<file path="config.mk">
export PLATFORM = sky130hd
export DESIGN_NAME = multi_channel_frequency_generator
export DESIGN_NICKNAME = d
export VERILOG_FILES = /design/src/rtl/multi_channel_frequency_generator.sv
export SDC_FILE = /design/constraint.sdc
export NUM_CORES = 1
export LEC_CHECK = 0
export BUFFER_PORTS_ARGS = -buffer_cell sky130_fd_sc_hd__buf_2
export CORE_UTILIZATION = 38
export CTS_BUF_LIST = sky130_fd_sc_hd__clkbuf_8
export CTS_CLUSTER_DIAMETER = 100
export DETAILED_ROUTE_END_ITERATION = 10
export PLACE_DENSITY_LB_ADDON = 0.15
export SLEW_MARGIN = 20
export SYNTH_ARGS = -nofsm -noshare
export SYNTH_HDL_FRONTEND = slang
export SYNTH_SLANG_ARGS = --single-unit
</file>
<file path="constraint.sdc">
create_clock -name CLOCK_50 -period 9.15 [get_ports CLOCK_50]
set_input_delay 1.83 -clock CLOCK_50 [delete_from_list [all_inputs] [get_ports CLOCK_50]]
set_output_delay 1.83 -clock CLOCK_50 [all_outputs]
set_load 0.01 [all_outputs]
</file>
<file path="src/rtl/multi_channel_frequency_generator.sv">
// Multi-channel tone-timing generator: one programmable period per channel,
// producing a one-cycle pulse and a 50%-duty square wave for each channel.
module multi_channel_frequency_generator #(
    parameter int CHANNELS        = 4,
    parameter int COUNT_WIDTH     = 28,
    parameter bit DEFERRED_UPDATE = 1'b1
) (
    input  logic                   CLOCK_50,
    input  logic                   reset,
    input  logic                   load,
    input  logic [3:0]             load_channel,
    input  logic [COUNT_WIDTH-1:0] load_period,
    input  logic                   sync,
    output logic [CHANNELS-1:0]    pulse,
    output logic [CHANNELS-1:0]    square,
    output logic [CHANNELS-1:0]    active
);

    logic [COUNT_WIDTH-1:0] period_q  [CHANNELS];
    logic [COUNT_WIDTH-1:0] period_d  [CHANNELS];
    logic [COUNT_WIDTH-1:0] count_q   [CHANNELS];
    logic [COUNT_WIDTH-1:0] count_d   [CHANNELS];
    logic [COUNT_WIDTH-1:0] pending_q [CHANNELS];
    logic [COUNT_WIDTH-1:0] pending_d [CHANNELS];
    logic [CHANNELS-1:0]    pending_valid_q;
    logic [CHANNELS-1:0]    pending_valid_d;
    logic [CHANNELS-1:0]    square_q;
    logic [CHANNELS-1:0]    square_d;

    always_comb begin
        pulse           = '0;
        active          = '0;
        pending_valid_d = pending_valid_q;
        square_d        = square_q;
        for (int c = 0; c < CHANNELS; c++) begin
            logic running;
            logic wrap;
            logic sel;

            period_d[c]  = period_q[c];
            count_d[c]   = count_q[c];
            pending_d[c] = pending_q[c];

            running   = (period_q[c] != '0);
            wrap      = running && (count_q[c] == '0) && !sync;
            sel       = load && (load_channel == 4'(c));
            pulse[c]  = wrap;
            active[c] = running;

            if (!running) begin
                count_d[c]  = '0;
                square_d[c] = 1'b0;
            end else if (wrap) begin
                // A wrap installs any pending period before a same-cycle load can replace it.
                if (DEFERRED_UPDATE && pending_valid_q[c]) begin
                    period_d[c]        = pending_q[c];
                    count_d[c]         = pending_q[c] - 1'b1;
                    pending_valid_d[c] = 1'b0;
                end else begin
                    count_d[c] = period_q[c] - 1'b1;
                end
                square_d[c] = ~square_q[c];
            end else if (count_q[c] != '0) begin
                count_d[c] = count_q[c] - 1'b1;
            end

            if (sel) begin
                if (load_period == '0) begin
                    period_d[c]        = '0;
                    count_d[c]         = '0;
                    square_d[c]        = 1'b0;
                    pending_valid_d[c] = 1'b0;
                end else if (!DEFERRED_UPDATE || !running) begin
                    period_d[c]        = load_period;
                    count_d[c]         = '0;
                    pending_valid_d[c] = 1'b0;
                end else begin
                    pending_d[c]       = load_period;
                    pending_valid_d[c] = 1'b1;
                end
            end

            // sync owns the phase: it overrides both wrap and load effects on count/square.
            if (sync) begin
                count_d[c]  = '0;
                square_d[c] = 1'b0;
            end
        end
    end

    always_ff @(posedge CLOCK_50) begin
        if (reset) begin
            for (int c = 0; c < CHANNELS; c++) begin
                period_q[c]  <= '0;
                count_q[c]   <= '0;
                pending_q[c] <= '0;
            end
            pending_valid_q <= '0;
            square_q        <= '0;
        end else begin
            for (int c = 0; c < CHANNELS; c++) begin
                period_q[c]  <= period_d[c];
                count_q[c]   <= count_d[c];
                pending_q[c] <= pending_d[c];
            end
            pending_valid_q <= pending_valid_d;
            square_q        <= square_d;
        end
    end

    assign square = square_q;

endmodule

</file>
==> metrics.md, run 1 <==
| Metric | Value |
|---|---|
| Crit path required time | `7.32 ns` |
| Final setup violation count | `0` |
| Avg Inst Size Synth | `8.11 sq um` |
| Overall overflow remaining after global route | `0` |
| Hold Buf Count CTS | `0` |
| I/O Buffers | `47` |
| Die H | `229 um` |
| First-pass GRT wire length | `98400 um` |
| First-pass iteration count of the detailed router | `7` |
| Syn Nets | `2455` |
| Routed Antenna Nets | `0` |
| Most frequent cells in the layout | `dfxtp_1, nand2_1, a21oi_1` |
| Row cnt | `82` |
| Synthesized instance count | `2410` |
| Largest net degree at the start of global routing | `65` |
| Die area | `52300 sq um` |
| Chip width | `229 um` |
| Max capacitance violation total | `0` |
| Final hold violations | `0` |
| WS Path Type | `flop to output port` |
| Fmax | `183 MHz` |
| CTS tree | `yes` |
| Synth area leaders | `dfxtp_1, mux2i_1, a21oi_1` |
| Total core area | `50500 sq um` |
| Pre-CTS setup slack | `3.73 ns` |
| Clk sink count | `344` |
| Share of layout cells above drive strength 1 | `11.4%` |
| HPWL Detailed | `43300 um` |
| Iteration-0 DRC Markers | `1294` |
| Worst hold path class | `flop to flop` |
| Fill count | `5156` |
| Dpl cells | `3002` |
| N_diodes | `0` |
| Synth async-reset ratio | `0%` |
| Worst-path clk slew | `0.06 ns` |
| Post-CTS Resized | `0` |
| Final Slew Violations | `0` |
| Sum Neg Setup Slack | `0 ns` |
| Outcome | `completed` |
| Detailed-route wire length per cell | `20.1 um` |
| Clock Path Buffers | `3` |
| Netlist Area Pre-Place | `19500 sq um` |
| Initial core utilization | `38.7%` |
| Netlist cell types | `77` |
| Yosys top cell area share | `35.2%` |
| Clock latency on the worst-skew pair | `0.64 ns` |
| Post-CTS setup buffers | `0` |
| Critical Path Start Type | `flop` |
| Routability Congestion | `0.892` |
| Ys Warns | `0` |
| RSZ-0062 raised after global routing | `false` |
| Clk root buf | `clkbuf_8` |
| Worst setup EP type | `output port` |
| Number of synthesized flops with an enable pin | `0` |
| Initial antenna violation count | `1` |
| Tcrit/Tclk final | `59.6%` |
| Vias | `18100` |
| Post-layout min period | `5.45 ns` |
| Vias per cell | `5.79` |
| CTS buffer count | `67` |
| Worst hold slack | `0.460 ns` |
| Final Non-Filler Cells | `3120` |
| Final worst setup slack | `3.70 ns` |
| Vias in the first global route | `17200` |
| Commonest non-fill, non-tap cell in the layout | `dfxtp_1` |
| Ports | `48` |
| Least-Margin Pin Slew | `1.12 ns` |
| Worst rel slew slack | `25.2%` |
| CP Max Fanout | `22` |
| Post-synthesis sequential area ratio | `35.2%` |
| Crit path DAT | `3.62 ns` |
| Final nets | `2444` |
| Cell taking the most area after synthesis | `dfxtp_1` |
| Clock Skews | `0.0223 ns` |
| Drt drc | `0` |
| #FFs+latches synth | `344` |
| Main synth FF type | `dfxtp_1` |
| Total track usage | `23.6%` |
| Routed wire length | `62800 um` |
| H-tree Lvls | `3` |
| Layout area overhead | `10.7%` |
-- flip-flops by register name, summed over array words and instances, names as in the netlist --
name             count
count_q            112
pending_q          112
period_q           112
pending_valid_q      4
square               4
-- routing by layer --
| layer | GRT usage, % | part of all wire [%] |
|---|---|---|
| met5 | 0 | 0.022 |
| met4 | 8.04 | 2.9 |
| met3 | 3.71 | 4.8 |
| met2 | 38.4 | 46 |
| met1 | 31.6 | 46 |
-- Yosys cell counts, types with 13 or more instances --
| cell | n |
|---|---|
| a22oi_1 | 28 |
| nor2_1 | 202 |
| nand2_1 | 300 |
| a2bb2oi_1 | 16 |
| or3_1 | 30 |
| nand4_1 | 23 |
| buf_2 | 40 |
| a21o_1 | 13 |
| nand3_1 | 50 |
| xnor2_1 | 90 |
| nand2b_1 | 13 |
| and3_1 | 13 |
| nor4_1 | 92 |
| o21ai_0 | 41 |
| dfxtp_1 | 344 |
| a211oi_1 | 18 |
| mux2i_1 | 177 |
| a21oi_1 | 247 |
| clkbuf_1 | 93 |
| nor3_1 | 124 |
| or4_1 | 23 |
| mux2_2 | 54 |
| nor4b_1 | 30 |
| nor3b_1 | 34 |
| inv_1 | 28 |
| xor2_1 | 59 |
| a31oi_1 | 16 |
| o22ai_1 | 17 |
| buf_1 | 19 |
-- kinds of logic after synthesis --
logic type               Yosys count  synth area share (%)
AND/OR/NAND/NOR                  993                  25.7
AO/OA/AOI/OAI                    497                  15.6
flip-flops                       344                  35.2
multiplexers                     232                  12.2
buffers and inverters            186                  3.92
XOR/XNOR                         149                  6.68
adder cells (fa/ha/maj)            9                 0.576
-- final timing paths --
path,from,to,slack [ns],depth (start not counted)
max,count_q[2][19],pulse[2],3.70,5
min,pending_q[2][27],pending_q[2][27],0.46,2
max reg2reg,pending_valid_q[3],count_q[3][24],5.77,7
min reg2reg,pending_q[2][27],pending_q[2][27],0.46,2
-- worst max-delay path, cell delays in order, from the launching register on --
cell and delay, ns:
dfxtp_1 0.35, nor4_1 0.73, nand3_1 0.47, or4_1 0.68, inv_2 0.50, buf_2 0.25
-- per-stage QoR --
step	util [%]	cell area, sq um
floorplan	-	19500
global placement	40.1	20200
detailed placement	40.1	20200
CTS	42.8	21600
global route	42.9	21600
finish	42.9	21600
-- area by class of cell --
| cell class | count | area, sq um | area share, % |
|---|---|---|---|
| Sequential cell | 344 | 6890 | 31.9 |
| Timing Repair Buffer | 76 | 455 | 2.11 |
| Clock buffer | 92 | 1270 | 5.85 |
| Tap cell | 672 | 841 | 3.89 |
| Clock inverter | 26 | 106 | 0.492 |
| Inverter | 30 | 113 | 0.521 |
| Multi-Input combinational cell | 1880 | 12000 | 55.3 |
Power of run 1 is left out: the tool's default activity adds up to more than one toggle a clock period on the data nets, which glitch-free logic cannot reach.
==> run 2, diff against run 1 <==
Clock period 9.15 ns to 5.05 ns, I/O delays scaled along.
==> run 2 against run 1 <==
Effect of this change: wire length up 2.1%; register-to-register slack worse by 4.3 ns; utilization up 0.25 points; count of clock-buffer cells in the layout down 8; setup slack worse by 3.0 ns; via count up 1.1%; first-iteration DRC count up 9.7%; clock skew up 0.019 ns.
==> metrics.md, run 2 (synthesized netlist as in run 1, its figures left out) <==
| Metric | Value |
|---|---|
| Hold Buf Count CTS | `0 (unchanged)` |
| H-tree Lvls | `3 (unchanged)` |
| Initial core utilization | `38.7% (unchanged)` |
| Drt drc | `0 (unchanged)` |
| Critical-path top delay cell | `or4_1` |
| Worst hold path class | `flop to flop` |
| Final setup violation count | `0 (unchanged)` |
| CTS buffer count | `66 (-1.5%)` |
| Clock latency on the worst-skew pair | `0.64 ns (about the same)` |
| Commonest non-fill, non-tap cell in the layout | `dfxtp_1` |
| Worst setup path endpoint | `pulse[3]` |
| Vias in the first global route | `17700 (+2.6%)` |
| Worst reg2reg setup slack | `1.50 ns (-4.27 ns)` |
| Crit path DAT | `3.33 ns (-0.29 ns)` |
| WS Path Type | `flop to output port` |
| First-pass GRT wire length | `100000 um (+1.8%)` |
| Final nets | `2451 (+0.29%)` |
| CP max stage delay | `0.58 ns (-0.15 ns)` |
| First-pass iteration count of the detailed router | `5 (-2)` |
| Clock Path Buffers | `3 (unchanged)` |
| Largest regs | `count_q (112), pending_q (112), period_q (112)` |
| RSZ-0062 raised after global routing | `false` |
| Vias per cell | `5.85 (+0.91%)` |
| I/O Buffers | `47 (unchanged)` |
| CP cell instances | `inv_1 > ha_1 > nor3b_1 > nand2_1 > or4_1 > nor3_1 > buf_2` |
| Overall overflow remaining after global route | `0 (unchanged)` |
| Ports | `48 (unchanged)` |
| HPWL Detailed | `45100 um (+4.1%)` |
| Multi-input logic area | `12000 sq um (about the same)` |
| R2R depth | `7 (unchanged)` |
| Sum Neg Setup Slack | `0 ns (unchanged)` |
| Routed Antenna Nets | `0 (unchanged)` |
| Row cnt | `82 (unchanged)` |
| Total track usage | `24.0% (+0.44 points)` |
| Number of buffers and inverters on the critical path | `2 (unchanged)` |
| WP depth | `7 (+2)` |
| CP Max Fanout | `9 (-59%)` |
| Fill count | `5177 (+0.41%)` |
| Clk root buf | `clkbuf_8` |
| Pre-CTS setup slack | `1.39 ns (-2.34 ns)` |
| Routability Congestion | `0.853 (-4.3%)` |
| Final worst setup slack | `0.712 ns (-2.99 ns)` |
| Detailed-route wire length per cell | `20.5 um (+1.9%)` |
| CP Launch Point | `count_q[3][0]` |
| Outcome | `completed` |
| Worst-path clk slew | `0.06 ns (about the same)` |
| Total core area | `50500 sq um (unchanged)` |
| Chip width | `229 um (unchanged)` |
| Routed wire length | `64100 um (+2.1%)` |
| Delay-heaviest family, CP | `simple AND/OR/NAND/NOR gates` |
| Worst rel slew slack | `30.3% (+5.2 points)` |
| Post-layout min period | `4.34 ns` |
| Die area | `52300 sq um (unchanged)` |
| Clock Skews | `0.0410 ns (+0.0187 ns)` |
| R2R Path End | `count_q[0][17]` |
| Crit path required time | `4.04 ns (-3.28 ns)` |
| Clk sink count | `344 (unchanged)` |
| Layout area overhead | `11.3%` |
| Largest net degree at the start of global routing | `76 (+17%)` |
| Least-Margin Pin Slew | `1.04 ns (-0.0759 ns)` |
| Worst r2r src | `pending_valid_q[0]` |
| Tcrit/Tclk final | `85.9%` |
| Storage cell area | `6890 sq um (unchanged)` |
| Final hold violations | `0 (unchanged)` |
| Worst setup EP type | `output port` |
| Critical Path Start Type | `flop` |
| Iteration-0 DRC Markers | `1420 (+9.7%)` |
| N_diodes | `0 (unchanged)` |
| Post-CTS Resized | `0 (unchanged)` |
| Fmax | `231 MHz` |
| CTS tree | `yes` |
| Share of layout cells above drive strength 1 | `11.5% (+0.094 points)` |
| Initial antenna violation count | `2 (+1)` |
| Post-CTS setup buffers | `0 (unchanged)` |
| Max capacitance violation total | `0 (unchanged)` |
| Vias | `18300 (+1.1%)` |
| Most frequent cells in the layout | `dfxtp_1, nand2_1, a21oi_1` |
| Final Slew Violations | `0 (unchanged)` |
| Die H | `229 um (unchanged)` |
run 2: worst min path at each step:
stage | to | start | slack, ns | cells past startpoint
global route | pending_q[3][26] | pending_q[3][26] | 0.49 | 2
CTS | pending_q[3][26] | pending_q[3][26] | 0.46 | 2
finish | pending_q[3][26] | pending_q[3][26] | 0.45 | 2
global placement | pending_q[3][26] | pending_q[3][26] | 0.44 | 2
floorplan | pending_q[2][27] | pending_q[2][27] | 0.43 | 2
detailed placement | pending_q[3][26] | pending_q[3][26] | 0.45 | 2
run 2: area by class of cell:
type                            instances  share of cell area [%]
Timing Repair Buffer                   84                    2.37
Sequential cell                       344                    31.7
Clock buffer                           84                    5.31
Tap cell                              672                    3.86
Multi-Input combinational cell       1880                    54.9
Clock inverter                         32                    1.34
Inverter                               30                   0.518
run 2: through the flow:
| stage | cell area, sq um | cells | hold slack (ns) | util [%] |
|---|---|---|---|---|
| 3_3_place_gp | 20300 | 3010 | 0.444 | 40.2 |
| 3_5_place_dp | 20300 | 3010 | 0.447 | 40.2 |
| 2_1_floorplan | 19500 | 2410 | 0.433 | - |
| 5_1_grt | 21800 | 3126 | 0.489 | 43.1 |
| 6_report | 21800 | 3126 | 0.453 | 43.1 |
| 4_1_cts | 21800 | 3126 | 0.456 | 43.1 |
run 2: layer usage:
| layer | GRT usage [%] | vias up | share of wire, % |
|---|---|---|---|
| met1 | 31.7 | 8944 | 46 |
| met2 | 39.7 | 436 | 47 |
| li1 | - | 8774 | - |
| met5 | 0 | - | 0.023 |
| met4 | 7.69 | 2 | 2.7 |
| met3 | 4.08 | 123 | 4.9 |
run 2: tightest hold or removal path, cell delays in order, from the launching register on:
cell and delay [ns]:
dfxtp_1 0.31, nand2_1 0.05, a21oi_1 0.05
Power of run 2 is left out for the same reason.
==> run 3, diff against run 2 <==
Settings changed: CTS_BUF_LIST sky130_fd_sc_hd__clkbuf_8 to unset.
==> run 3 against run 2 <==
Effect of this change: fmax rose by 0.26%; cell area barely moved; count of clock-buffer cells in the layout fell by 27; sequential share of layout area barely moved; wire length fell by 0.47%.
==> metrics.md, run 3 (synthesized netlist as in run 1, its figures left out) <==
| Metric | Value |
|---|---|
| Clock Path Buffers | `3 (unchanged)` |
| Initial core utilization | `38.7% (unchanged)` |
| Ports | `48 (unchanged)` |
| Critical-path top delay cell | `nor3_1` |
| Largest regs | `count_q (112), pending_q (112), period_q (112)` |
| Routed Antenna Nets | `0 (unchanged)` |
| Clock Skews | `0.0192 ns (-0.0218 ns)` |
| Final hold violations | `0 (unchanged)` |
| CTS tree | `yes` |
| Row cnt | `82 (unchanged)` |
| Sum Neg Setup Slack | `0 ns (unchanged)` |
| Final nets | `2426 (-1.0%)` |
| Post-CTS Resized | `0 (unchanged)` |
| First-pass GRT wire length | `99300 um (-0.85%)` |
| CP Max Fanout | `9 (unchanged)` |
| Hold Buf Count CTS | `0 (unchanged)` |
| Post-layout min period | `4.33 ns (-0.0113 ns)` |
| Clk sink count | `344 (unchanged)` |
| Most frequent cells in the layout | `dfxtp_1, nand2_1, a21oi_1` |
| Iteration-0 DRC Markers | `1372 (-3.4%)` |
| Routability Congestion | `0.853 (unchanged)` |
| Share of layout cells above drive strength 1 | `10.4% (-1.1 points)` |
| Chip width | `229 um (unchanged)` |
| HPWL Detailed | `45100 um (unchanged)` |
| Fmax | `231 MHz (+0.26%)` |
| Least-Margin Pin Slew | `1.04 ns (+0.00130 ns)` |
| CTS buffer count | `41 (-38%)` |
| Largest net degree at the start of global routing | `76 (unchanged)` |
| Post-CTS setup buffers | `0 (unchanged)` |
| Initial antenna violation count | `2 (unchanged)` |
| Clock latency on the worst-skew pair | `0.58 ns (-0.06 ns)` |
| Layout area overhead | `11.4% (about the same)` |
| Worst hold path class | `flop to flop` |
| Overall overflow remaining after global route | `0 (unchanged)` |
| N_diodes | `0 (unchanged)` |
| First-pass iteration count of the detailed router | `5 (unchanged)` |
| Detailed-route wire length per cell | `20.7 um (+0.98%)` |
| Worst setup EP type | `output port` |
| Final Non-Filler Cells | `3081 (-1.4%)` |
| Routed wire length | `63800 um (-0.47%)` |
| H-tree Lvls | `2 (-1)` |
| WS Path Type | `flop to output port` |
| Die H | `229 um (unchanged)` |
| Vias | `18100 (-0.90%)` |
| Total track usage | `23.8% (-0.25 points)` |
| Design Area, Final | `21800 sq um (about the same)` |
| I/O Buffers | `47 (unchanged)` |
| RSZ-0062 raised after global routing | `false` |
| Final setup violation count | `0 (unchanged)` |
| Vias in the first global route | `17500 (-1.3%)` |
| Outcome | `completed` |
| Crit path required time | `4.04 ns (about the same)` |
| Commonest non-fill, non-tap cell in the layout | `dfxtp_1` |
| Worst rel slew slack | `30.4% (+0.081 points)` |
| CP cell instances | `inv_1 > ha_1 > nor3b_1 > nand2_1 > or4_1 > nor3_1 > buf_2` |
| Dpl cells | `3010 (unchanged)` |
| Total core area | `50500 sq um (unchanged)` |
| Die area | `52300 sq um (unchanged)` |
| CP max stage delay | `0.59 ns (about the same)` |
| Max capacitance violation total | `0 (unchanged)` |
| Critical Path Start Type | `flop` |
| Final Slew Violations | `0 (unchanged)` |
| Worst-path clk slew | `0.06 ns (about the same)` |
| Placed Area | `20300 sq um (unchanged)` |
| Vias per cell | `5.88 (+0.54%)` |
| Clk root buf | `clkbuf_16` |
| Tcrit/Tclk final | `85.7% (-0.22 points)` |
| Drt drc | `0 (unchanged)` |
| Crit path DAT | `3.32 ns (about the same)` |
-- run 3: cell count changes in the layout (fill, tap and decap cells not counted) --
cell / delta
clkbuf_1: +4
clkinv_4: +1
inv_6: +1
clkbuf_8: -74
clkbuf_16: +43
clkinvlp_4: -1
clkinv_2: -2
inv_1: -17
-- run 3: metrics by stage --
step	hold WS (ns)	setup slack, ns	util [%]
after global placement	0.444	1.03	40.2
after global routing	0.488	0.635	43.1
final	0.452	0.723	43.1
after CTS	0.455	0.751	43.1
after detailed placement	0.447	1.39	40.2
after floorplan	0.433	1.76	-
-- run 3: worst max-delay path, delay by kind of cell, from the launching register on --
kind | cells | cell delay (ns)
flops | 1 | 0.33
fa+ha+maj | 1 | 0.20
buf+inv | 2 | 0.33
simple gates | 4 | 1.86
-- run 3: final timing paths --
kind | endpoint | from | slack, ns | depth (start not counted)
setup / recovery | pulse[3] | count_q[3][0] | 0.72 | 7
hold / removal | pending_q[3][26] | pending_q[3][26] | 0.45 | 2
setup reg to reg | count_q[0][17] | pending_valid_q[0] | 1.54 | 7
hold reg to reg | pending_q[3][26] | pending_q[3][26] | 0.45 | 2
-- run 3: layer usage --
metal	share of wire, %	track usage (%)
met1	45	31.5
met2	46	39.5
met3	5.3	3.68
met4	2.7	7.44
met5	0.041	0
-- run 3: cell type report --
cell class	count	area (sq um)
clock inverter	14	228
multi-input combinational	1880	12000
inverter	30	113
timing repair buffer	84	515
tap	672	841
clock buffer	57	1230
sequential	344	6890
fill	5127	28700
Power of run 3 is left out for the same reason.
